[config.mk]
export PLATFORM = sky130hd
export DESIGN_NAME = level_status_monitor_flat
export DESIGN_NICKNAME = d
export VERILOG_FILES = /design/src/rtl/level_status_monitor_if.sv /design/src/rtl/level_status_monitor.sv /design/src/flat_wrapper.sv
export SDC_FILE = /design/constraint.sdc
export NUM_CORES = 1
export LEC_CHECK = 0
export ABC_AREA = 1
export CORE_MARGIN = 10
export CORE_UTILIZATION = 46
export DETAILED_ROUTE_END_ITERATION = 10
export PLACE_DENSITY = 0.86
export SYNTH_ARGS = -nofsm -noshare
export SYNTH_HDL_FRONTEND = slang
export SYNTH_SLANG_ARGS = --single-unit
[constraint.sdc]
create_clock -name Clk -period 1.5 [get_ports Clk]
set_clock_uncertainty 0.2 [all_clocks]
set_input_delay 0.15 -clock Clk [delete_from_list [all_inputs] [get_ports Clk]]
set_output_delay 0.15 -clock Clk [all_outputs]
set_load 0.005 [all_outputs]
[src/rtl/level_status_monitor_if.sv]
// Signal bundle between the level rule checker and its surroundings:
// per-frame sampling strobe, collision/door/gem flags in, sticky status
// levels and HUD gem tallies out.
interface level_status_monitor_if #(
    parameter int GEM_W = 4
);
    logic             frame_tick;
    logic             revive;
    logic             fire_hazard;
    logic             ice_hazard;
    logic             fire_at_door;
    logic             ice_at_door;
    logic             fire_gem;
    logic             ice_gem;
    logic             gameover;
    logic             gamewin;
    logic             playing;
    logic [GEM_W-1:0] fire_gems;
    logic [GEM_W-1:0] ice_gems;

    // Game world / controller side: drives the flags, reads the status.
    modport master (
        output frame_tick, revive, fire_hazard, ice_hazard,
               fire_at_door, ice_at_door, fire_gem, ice_gem,
        input  gameover, gamewin, playing, fire_gems, ice_gems
    );

    // Rule checker side.
    modport slave (
        input  frame_tick, revive, fire_hazard, ice_hazard,
               fire_at_door, ice_at_door, fire_gem, ice_gem,
        output gameover, gamewin, playing, fire_gems, ice_gems
    );
endinterface

[src/rtl/level_status_monitor.sv]
// Per-level rule checker. Debounces hazard contact and door occupancy over
// consecutive video frames, declares a sticky loss or win, and tallies
// collected gems for the HUD. A revive pulse re-arms it for a fresh level.
module level_status_monitor #(
    parameter int DEATH_FRAMES = 3,
    parameter int WIN_FRAMES   = 30,
    parameter int GEM_W        = 4
) (
    input  logic                   Clk,
    input  logic                   Reset_n,
    level_status_monitor_if.slave  bus
);

    localparam logic [1:0] ST_WAIT = 2'd0;
    localparam logic [1:0] ST_PLAY = 2'd1;
    localparam logic [1:0] ST_LOST = 2'd2;
    localparam logic [1:0] ST_WON  = 2'd3;

    localparam logic [3:0]       DEATH_TH = 4'(DEATH_FRAMES);
    localparam logic [5:0]       WIN_TH   = 6'(WIN_FRAMES);
    localparam logic [GEM_W-1:0] GEM_MAX  = {GEM_W{1'b1}};
    localparam logic [GEM_W-1:0] GEM_ONE  = {{(GEM_W-1){1'b0}}, 1'b1};

    // Saturating increment: a full counter stays full instead of wrapping.
    function automatic logic [GEM_W-1:0] sat_inc(input logic [GEM_W-1:0] val,
                                                 input logic             en);
        logic [GEM_W-1:0] res;
        if (en && (val != GEM_MAX)) begin
            res = val + GEM_ONE;
        end else begin
            res = val;
        end
        return res;
    endfunction

    logic [1:0]       state_r;
    logic [3:0]       hcnt_r;
    logic [5:0]       dcnt_r;
    logic [GEM_W-1:0] fire_gems_r;
    logic [GEM_W-1:0] ice_gems_r;
    logic             gameover_r;
    logic             gamewin_r;
    logic             playing_r;

    logic [1:0]       state_nxt_s;
    logic [3:0]       hcnt_nxt_s;
    logic [5:0]       dcnt_nxt_s;
    logic [GEM_W-1:0] fire_gems_nxt_s;
    logic [GEM_W-1:0] ice_gems_nxt_s;
    logic [3:0]       hinc_s;
    logic [5:0]       dinc_s;
    logic             hit_s;
    logic             door_s;

    assign hinc_s = hcnt_r + 4'd1;
    assign dinc_s = dcnt_r + 6'd1;
    assign hit_s  = bus.fire_hazard | bus.ice_hazard;
    assign door_s = bus.fire_at_door & bus.ice_at_door;

    // Next-state and counter update: revive overrides everything, otherwise
    // only PLAY reacts to inputs; death is checked before win.
    always_comb begin
        state_nxt_s     = state_r;
        hcnt_nxt_s      = hcnt_r;
        dcnt_nxt_s      = dcnt_r;
        fire_gems_nxt_s = fire_gems_r;
        ice_gems_nxt_s  = ice_gems_r;
        if (bus.revive) begin
            state_nxt_s     = ST_PLAY;
            hcnt_nxt_s      = 4'd0;
            dcnt_nxt_s      = 6'd0;
            fire_gems_nxt_s = {GEM_W{1'b0}};
            ice_gems_nxt_s  = {GEM_W{1'b0}};
        end else if (state_r == ST_PLAY) begin
            fire_gems_nxt_s = sat_inc(fire_gems_r, bus.fire_gem);
            ice_gems_nxt_s  = sat_inc(ice_gems_r, bus.ice_gem);
            if (bus.frame_tick) begin
                if (hit_s) begin
                    hcnt_nxt_s = hinc_s;
                end else begin
                    hcnt_nxt_s = 4'd0;
                end
                if (door_s) begin
                    dcnt_nxt_s = dinc_s;
                end else begin
                    dcnt_nxt_s = 6'd0;
                end
                if (hit_s && (hinc_s == DEATH_TH)) begin
                    state_nxt_s = ST_LOST;
                end else if (door_s && (dinc_s == WIN_TH)) begin
                    state_nxt_s = ST_WON;
                end else begin
                    state_nxt_s = ST_PLAY;
                end
            end else begin
                hcnt_nxt_s = hcnt_r;
                dcnt_nxt_s = dcnt_r;
            end
        end else begin
            state_nxt_s = state_r;
        end
    end

    // State, counters and registered status outputs; status flags are
    // decoded from the next state so they line up with the state register.
    always_ff @(posedge Clk) begin
        if (!Reset_n) begin
            state_r     <= ST_WAIT;
            hcnt_r      <= 4'd0;
            dcnt_r      <= 6'd0;
            fire_gems_r <= {GEM_W{1'b0}};
            ice_gems_r  <= {GEM_W{1'b0}};
            gameover_r  <= 1'b0;
            gamewin_r   <= 1'b0;
            playing_r   <= 1'b0;
        end else begin
            state_r     <= state_nxt_s;
            hcnt_r      <= hcnt_nxt_s;
            dcnt_r      <= dcnt_nxt_s;
            fire_gems_r <= fire_gems_nxt_s;
            ice_gems_r  <= ice_gems_nxt_s;
            case (state_nxt_s)
                ST_PLAY: begin
                    gameover_r <= 1'b0;
                    gamewin_r  <= 1'b0;
                    playing_r  <= 1'b1;
                end
                ST_LOST: begin
                    gameover_r <= 1'b1;
                    gamewin_r  <= 1'b0;
                    playing_r  <= 1'b0;
                end
                ST_WON: begin
                    gameover_r <= 1'b0;
                    gamewin_r  <= 1'b1;
                    playing_r  <= 1'b0;
                end
                default: begin
                    gameover_r <= 1'b0;
                    gamewin_r  <= 1'b0;
                    playing_r  <= 1'b0;
                end
            endcase
        end
    end

    assign bus.gameover  = gameover_r;
    assign bus.gamewin   = gamewin_r;
    assign bus.playing   = playing_r;
    assign bus.fire_gems = fire_gems_r;
    assign bus.ice_gems  = ice_gems_r;

endmodule
[src/flat_wrapper.sv]
// flat-port wrapper written by rule: the top's interface ports become plain ports
module level_status_monitor_flat 
#(
    parameter int DEATH_FRAMES = 3,
    parameter int WIN_FRAMES   = 30,
    parameter int GEM_W        = 4
)
  (Clk, Reset_n, bus_frame_tick, bus_revive, bus_fire_hazard, bus_ice_hazard, bus_fire_at_door, bus_ice_at_door, bus_fire_gem, bus_ice_gem, bus_gameover, bus_gamewin, bus_playing, bus_fire_gems, bus_ice_gems);
  level_status_monitor_if #(.GEM_W(GEM_W)) bus_i ();
  input  logic Clk;
  input  logic Reset_n;
  input wire logic [$bits(bus_i.frame_tick)-1:0] bus_frame_tick;
  input wire logic [$bits(bus_i.revive)-1:0] bus_revive;
  input wire logic [$bits(bus_i.fire_hazard)-1:0] bus_fire_hazard;
  input wire logic [$bits(bus_i.ice_hazard)-1:0] bus_ice_hazard;
  input wire logic [$bits(bus_i.fire_at_door)-1:0] bus_fire_at_door;
  input wire logic [$bits(bus_i.ice_at_door)-1:0] bus_ice_at_door;
  input wire logic [$bits(bus_i.fire_gem)-1:0] bus_fire_gem;
  input wire logic [$bits(bus_i.ice_gem)-1:0] bus_ice_gem;
  output wire logic [$bits(bus_i.gameover)-1:0] bus_gameover;
  output wire logic [$bits(bus_i.gamewin)-1:0] bus_gamewin;
  output wire logic [$bits(bus_i.playing)-1:0] bus_playing;
  output wire logic [$bits(bus_i.fire_gems)-1:0] bus_fire_gems;
  output wire logic [$bits(bus_i.ice_gems)-1:0] bus_ice_gems;
  assign bus_i.frame_tick = bus_frame_tick;
  assign bus_i.revive = bus_revive;
  assign bus_i.fire_hazard = bus_fire_hazard;
  assign bus_i.ice_hazard = bus_ice_hazard;
  assign bus_i.fire_at_door = bus_fire_at_door;
  assign bus_i.ice_at_door = bus_ice_at_door;
  assign bus_i.fire_gem = bus_fire_gem;
  assign bus_i.ice_gem = bus_ice_gem;
  assign bus_gameover = bus_i.gameover;
  assign bus_gamewin = bus_i.gamewin;
  assign bus_playing = bus_i.playing;
  assign bus_fire_gems = bus_i.fire_gems;
  assign bus_ice_gems = bus_i.ice_gems;
  level_status_monitor #(.DEATH_FRAMES(DEATH_FRAMES), .WIN_FRAMES(WIN_FRAMES), .GEM_W(GEM_W)) u_core (.Clk(Clk), .Reset_n(Reset_n), .bus(bus_i));
endmodule
======== Word level (Yosys, flattened, before mapping) ========
Cells that the tools add are included.
cells by class
  multiplexer cells ....................... 10
  add/sub/neg operators ................... 4
  reduce and logical (&&, ||, !) cells .... 8
  bitwise logic cells ..................... 3
  equality and inequality tests ........... 8
operators with widths
  cell                                                              number
  4-bit by 1-bit adder with 4-bit output (second input constant)    3
  2-bit 2-to-1 mux                                                  5
  4-bit != test (second input constant)                             2
  6-bit by 1-bit adder with 6-bit output (second input constant)    1
  6-bit by 5-bit == test with 1-bit output (second input constant)  1
  6-bit 2-to-1 mux                                                  1
  2-bit AND reduction                                               3
  2-bit by 1-bit == test with 1-bit output (second input constant)  2
  2-bit == test (second input constant)                             2
  4-bit by 2-bit == test with 1-bit output (second input constant)  1
  1-bit logical AND                                                 4
  4-bit 2-to-1 mux                                                  1
  1-bit 2-to-1 mux                                                  3
  2-bit OR reduction                                                1
  1-bit AND                                                         1
  1-bit NOT                                                         1
  1-bit OR                                                          1
storage, ports and cells
  bits in registers ....................... 23
  input port bits ......................... 10
  logic and storage cells ................. 41

======== Longest topological paths before layout ========
Gate-level depths: netlist of the first run.
  depth in word-level cells ............... 10
  depth in mapped cells ................... 11
  mapped depth without buffers ............ 11

======== Worst setup path after synthesis of the first run ========
No wires, ideal clock.
  path type ............................... register to register
  start point ............................. reg u_core.dcnt_r[0]
  end point ............................... reg u_core.gameover_r (netlist: u_core.bus.gameover)
  library setup time ...................... 64 ps
  arrival ................................. 1275 ps
  path slack .............................. -38 ps
  cell stages (with the launch flop) ...... 11
  path buffers ............................ 0
  data required time ...................... 1236 ps
  period minus slack after synthesis ...... 1538 ps
  cells stage by stage .................... dfxtp_1 -> ha_1 -> nand2_2 -> nor2_1 -> nor2_1 -> nand3_2 -> o21ai_1 -> nand2_1 -> nand2_2 -> nand2_2 -> nor2_1
between the ends
  cells in the longest elaborated chain, start to end .. 10
RTL lines
  what                                      line                         RTL
  start: declaration                        level_status_monitor.sv:38   logic [5:0] dcnt_r;
  start signal: assignment                  level_status_monitor.sv:119  dcnt_r <= dcnt_nxt_s;
  6-bit by 1-bit adder with 6-bit output    level_status_monitor.sv:56   assign dinc_s = dcnt_r + 6'd1;
  6-bit by 5-bit == test with 1-bit output  level_status_monitor.sv:90   end else if (door_s && (dinc_s == WIN_TH)) begin
  1-bit logical AND                         level_status_monitor.sv:90
  2-bit 2-to-1 mux                          level_status_monitor.sv:90
  2-bit 2-to-1 mux                          level_status_monitor.sv:88   if (hit_s && (hinc_s == DEATH_TH)) begin
  2-bit 2-to-1 mux                          level_status_monitor.sv:77   if (bus.frame_tick) begin
  2-bit 2-to-1 mux                          level_status_monitor.sv:74   end else if (state_r == ST_PLAY) begin
  2-bit 2-to-1 mux                          level_status_monitor.sv:68   if (bus.revive) begin
  2-bit == test                             level_status_monitor.sv:122  case (state_nxt_s)
  1-bit 2-to-1 mux                          level_status_monitor.sv:122
  end signal: assignment                    level_status_monitor.sv:124  gameover_r <= 1'b0;
  end signal: assignment                    level_status_monitor.sv:129  gameover_r <= 1'b1;
  end signal: assignment                    level_status_monitor.sv:134  gameover_r <= 1'b0;
  end: declaration                          level_status_monitor.sv:41   logic gameover_r;
Every way passes these cells.
A chain may end at the register's enable or synchronous reset.

======== Final worst setup path of the first run ========
  start point ............................. reg u_core.dcnt_r[1]
  end point ............................... reg u_core.gamewin_r (netlist: u_core.bus.gamewin)
between the ends
  cells in the longest elaborated chain, start to end .. 10
RTL lines
  what                                      line                         RTL
  6-bit by 1-bit adder with 6-bit output    level_status_monitor.sv:56
  6-bit by 5-bit == test with 1-bit output  level_status_monitor.sv:90
  1-bit logical AND                         level_status_monitor.sv:90
  2-bit 2-to-1 mux                          level_status_monitor.sv:90
  2-bit 2-to-1 mux                          level_status_monitor.sv:88
  2-bit 2-to-1 mux                          level_status_monitor.sv:77
  2-bit 2-to-1 mux                          level_status_monitor.sv:74
  2-bit 2-to-1 mux                          level_status_monitor.sv:68
  2-bit == test                             level_status_monitor.sv:122
  1-bit 2-to-1 mux                          level_status_monitor.sv:122
  end signal: assignment                    level_status_monitor.sv:125  gamewin_r <= 1'b0;
  end signal: assignment                    level_status_monitor.sv:130  gamewin_r <= 1'b0;
  end signal: assignment                    level_status_monitor.sv:135  gamewin_r <= 1'b1;
  end: declaration                          level_status_monitor.sv:42   logic gamewin_r;
Every way passes these cells.

==> results of run 1 <==
[sequential cells by signal, summed over array words and instances (netlist names)]
name and flops:
u_core.state_r 2, u_core.bus.gamewin 1, u_core.bus.playing 1, u_core.bus.fire_gems 4, u_core.hcnt_r 4, u_core.bus.gameover 1, u_core.bus.ice_gems 4, u_core.dcnt_r 6
[power groups by stage]
stage          clock, uW  sequential [uW]  combinational, uW
2_1_floorplan          0              639               50.2
3_3_place_gp           0              638                107
3_5_place_dp           0              639                111
4_1_cts              289              619                117
5_1_grt              327              618                139
6_report             285              617                125
[cell usage in the layout (no fill, tap or decap), types with 6 or more instances in the layout]
cell type | synthesis | routed
sky130_fd_sc_hd__nand2_1 | 23 | 21
sky130_fd_sc_hd__buf_4 | 1 | 21
sky130_fd_sc_hd__inv_1 | 21 | 20
sky130_fd_sc_hd__nor2_1 | 20 | 13
sky130_fd_sc_hd__dfxtp_1 | 23 | 10
sky130_fd_sc_hd__clkdlybuf4s50_1 | 0 | 9
sky130_fd_sc_hd__o21ai_0 | 8 | 8
sky130_fd_sc_hd__dlygate4sd2_1 | 0 | 8
sky130_fd_sc_hd__dfxtp_2 | 0 | 8
sky130_fd_sc_hd__a21oi_1 | 8 | 7
sky130_fd_sc_hd__inv_2 | 5 | 6
[critical path: cells and delay by family, from the launching register on]
| kind | cells | cell delay (ps) |
|---|---|---|
| DFF | 1 | 390 |
| AOI/OAI and AO/OA | 1 | 150 |
| and+or+nand+nor | 8 | 640 |
| adders and majority gates | 1 | 170 |
[logic make-up (layout without fill, tap and decap cells)]
kind of cell / after synthesis / in the layout
xor+xnor: 2 / 2
simple gates: 66 / 66
compound gates: 28 / 28
buf+inv: 28 / 72
flops: 23 / 23
fa+ha+maj: 6 / 6
[path summary, 6_finish.rpt]
path	from	end	slack [ps]	depth (start not counted)
worst min-delay path	Reset_n	u_core.state_r[0]	230	3
worst max-delay path	u_core.dcnt_r[1]	u_core.bus.gamewin	-90	10
worst max register to register	u_core.dcnt_r[1]	u_core.bus.gamewin	-90	10
worst min register to register	u_core.dcnt_r[5]	u_core.dcnt_r[5]	320	2
[per-stage QoR]
| step | setup TNS (ps) | util | hold slack, ps | setup WS (ps) |
|---|---|---|---|---|
| after global placement | -715 | 0.610 | 284 | -107 |
| final | -283 | 0.706 | 233 | -88.3 |
| after floorplan | 0 | - | 65.7 | 18.3 |
| after CTS | -275 | 0.671 | 225 | -86.2 |
| after global routing | -757 | 0.706 | 243 | -180 |
| after detailed placement | -1240 | 0.610 | 293 | -189 |
[layer usage]
metal / track usage / vias to the layer above / routed length (um)
met4: 0.0504 / 0 / 71
met1: 0.133 / 540 / 1350
li1: - / 585 / -
met2: 0.221 / 38 / 1610
met3: 0.0452 / 8 / 208
met5: 0 / - / 0
[final cells by class]
class,instances,area (sq um)
Fill cell,207,716
Clock buffer,3,22.5
Timing Repair Buffer,42,367
Clock inverter,1,5.00
Inverter,26,97.6
Sequential cell,23,489
Tap cell,30,37.5
Multi-Input combinational cell,102,698
[repair_timing]
| item | CTS | global route |
|---|---|---|
| buffers inserted | 7 | 4 |
| gates resized for setup | 36 | 17 |
| hold buffers | 0 | 0 |
| endpoints found under the setup margin | 16 | 12 |
| pin swaps | 14 | 8 |
==> flow_metrics.py, run 1 <==
metrics = {
    "logic_synthesis": {
        "post_synth_xor_area_fraction": 0.0216,
        "synth.top_cell.area_share": 0.397,
        "synth.ff_latch_count": 23,
        "ys.warnings.count": 0,
        "synth-seq-area-share": 0.397,
        "ys_top_cells_by_area": "sky130_fd_sc_hd__dfxtp_1 40%, sky130_fd_sc_hd__nand2_1 7.4%, sky130_fd_sc_hd__inv_1 6.8%, sky130_fd_sc_hd__ha_1 6.5%, sky130_fd_sc_hd__nor2_1 6.5%",
        "post_synth_num_cell_types": 26,
        "synth_fp_nets": 169,
        "main_combinational_cell_family_by_area_after_synthesis": "simple AND/OR/NAND/NOR gates",
        "synthesized_instance_count": 153,
        "synth_area_sq_mm": 0.00116,
        "synth_simple_gate_area_share": 0.261,
        "synth_mux_area_frac": 0,
        "synthesis.area_per_instance_sq_um": 7.58,
        "yosys_most_used_dff": "sky130_fd_sc_hd__dfxtp_1",
        "synth_compound_gate_area_share": 0.161,
        "synth-adder-area-share": 0.0647,
        "commonest_cells_in_the_synthesized_netlist": "23 x sky130_fd_sc_hd__dfxtp_1, 23 x sky130_fd_sc_hd__nand2_1, 21 x sky130_fd_sc_hd__inv_1",
        "synth-edff-count": 0,
        "synth.largest_area_cell": "sky130_fd_sc_hd__dfxtp_1",
        "ys_async_sr_fraction": 0,
    },
    "cts": {
        "clock_tree.htree_level_count": 1,
        "clk_pin_slew_worst_paths_ps": 130,
        "cts_inserted_buffers": 3,
        "cts_sinks": 23,
        "clock-root-buffer": "sky130_fd_sc_hd__clkbuf_4",
        "clk_path_buf_depth": 2,
        "insertion_delay_ps": 300,
        "tritoncts": "done",
    },
    "min_path": {
        "hold_class": "input pin to flop",
    },
    "sta": {
        "maxClockFrequency_mhz": 630,
        "setup_repair_after_global_routing_missed_its_margin": "yes",
        "final.setup.worst_slack_ps": -88.3,
        "finalMaxSlewViolations": 0,
        "slew_headroom": 0.815,
        "final.period_utilization": 1.06,
        "final_period_minus_worst_setup_slack_ps": 1590,
        "setup_violations": 4,
        "worstMarginPinSlew_ps": 277,
        "finalHoldViolCount": 0,
    },
    "pwr": {
        "p_sw_frac": 0.248,
        "combinationalPowerShare": 0.122,
        "share_clk_of_total_power": 0.277,
        "switching_power_uw": 255,
        "seq_power_share": 0.601,
        "power-per-cell-area_mw_per_mm2": 598,
        "irDropWorstVdd_mv": 0.487,
        "power_uw": 1030,
        "leakage_power_uw": 0.000809,
        "internal_power_uw": 772,
    },
    "cells_and_area": {
        "finish.net_count": 214,
        "final_std_cells_w_o_fill": 227,
        "drive_above_1_share": 0.391,
        "ant_cells": 0,
        "syn2layout_area_growth_pct": 48.0,
        "post-route-cell-area_sq_mm": 0.00172,
    },
    "drt": {
        "num_vias": 1171,
        "wl_per_cell_um": 14.3,
        "drt-total-wl_um": 3250,
        "drt-pass1-iter-count": 4,
        "initialDrtViolationCount": 69,
        "detail-route-antenna-nets": 0,
        "routed_via_density": 5.16,
        "drc_errors": 0,
    },
    "setup_path": {
        "critical_path.cell_chain": "ha_4, nand2_4, nand2_2, nor2_2, nand3_1, o21ai_1, nand2_1, nand2_2, nand2_2, nor2_2",
        "crit_top_cell": "sky130_fd_sc_hd__nand2_2",
        "worst_ep_arrival_time_ps": 1640,
        "critical_path.slowest_cell": "sky130_fd_sc_hd__dfxtp_4",
        "startpoint_type": "flop",
        "timing.critical_path.slowest_cell_delay_ps": 390,
        "cp-end-kind": "flop",
        "worstSetupPathType": "flop to flop",
        "worstPathMaxFanout": 4,
        "crit_required_ps": 1560,
    },
    "place": {
        "placed_area_sq_mm": 0.00148,
        "hpwl_um": 2260,
        "buffer_ports.inserted": 20,
        "place.detailed.instances": 212,
        "place_congestion": 0.789,
    },
    "floorplanning": {
        "die_x_um": 70.2,
        "top_level_ports": 21,
        "floorplan.die_area_sq_mm": 0.00493,
        "core_area_sq_mm": 0.00243,
        "starting_utilization_of_the_core_area": 0.477,
        "placement_rows": 18,
        "dieHeight_um": 70.2,
    },
    "grt": {
        "grt_first_pass_wirelength_um": 5220,
        "antenna_violations_before_repair": 0,
        "largest_net_degree_at_the_start_of_global_routing": 14,
        "number_of_global_route_vias_before_repair": 1218,
        "grt_use_total": 0.126,
        "grt_overflow_total": 0,
    },
    "status": {
        "violations": "negative setup slack",
        "status": "complete, but fails checks",
    },
    "job": {
        "max_cap_viols": 0,
    },
}
Power figures use the tool's default switching activity.
==> run 2: changes to the inputs <==
CAP_MARGIN = 10   (was default)
==> results of run 2 <==
Final layout, timing and power as in run 1 (identical DEF).
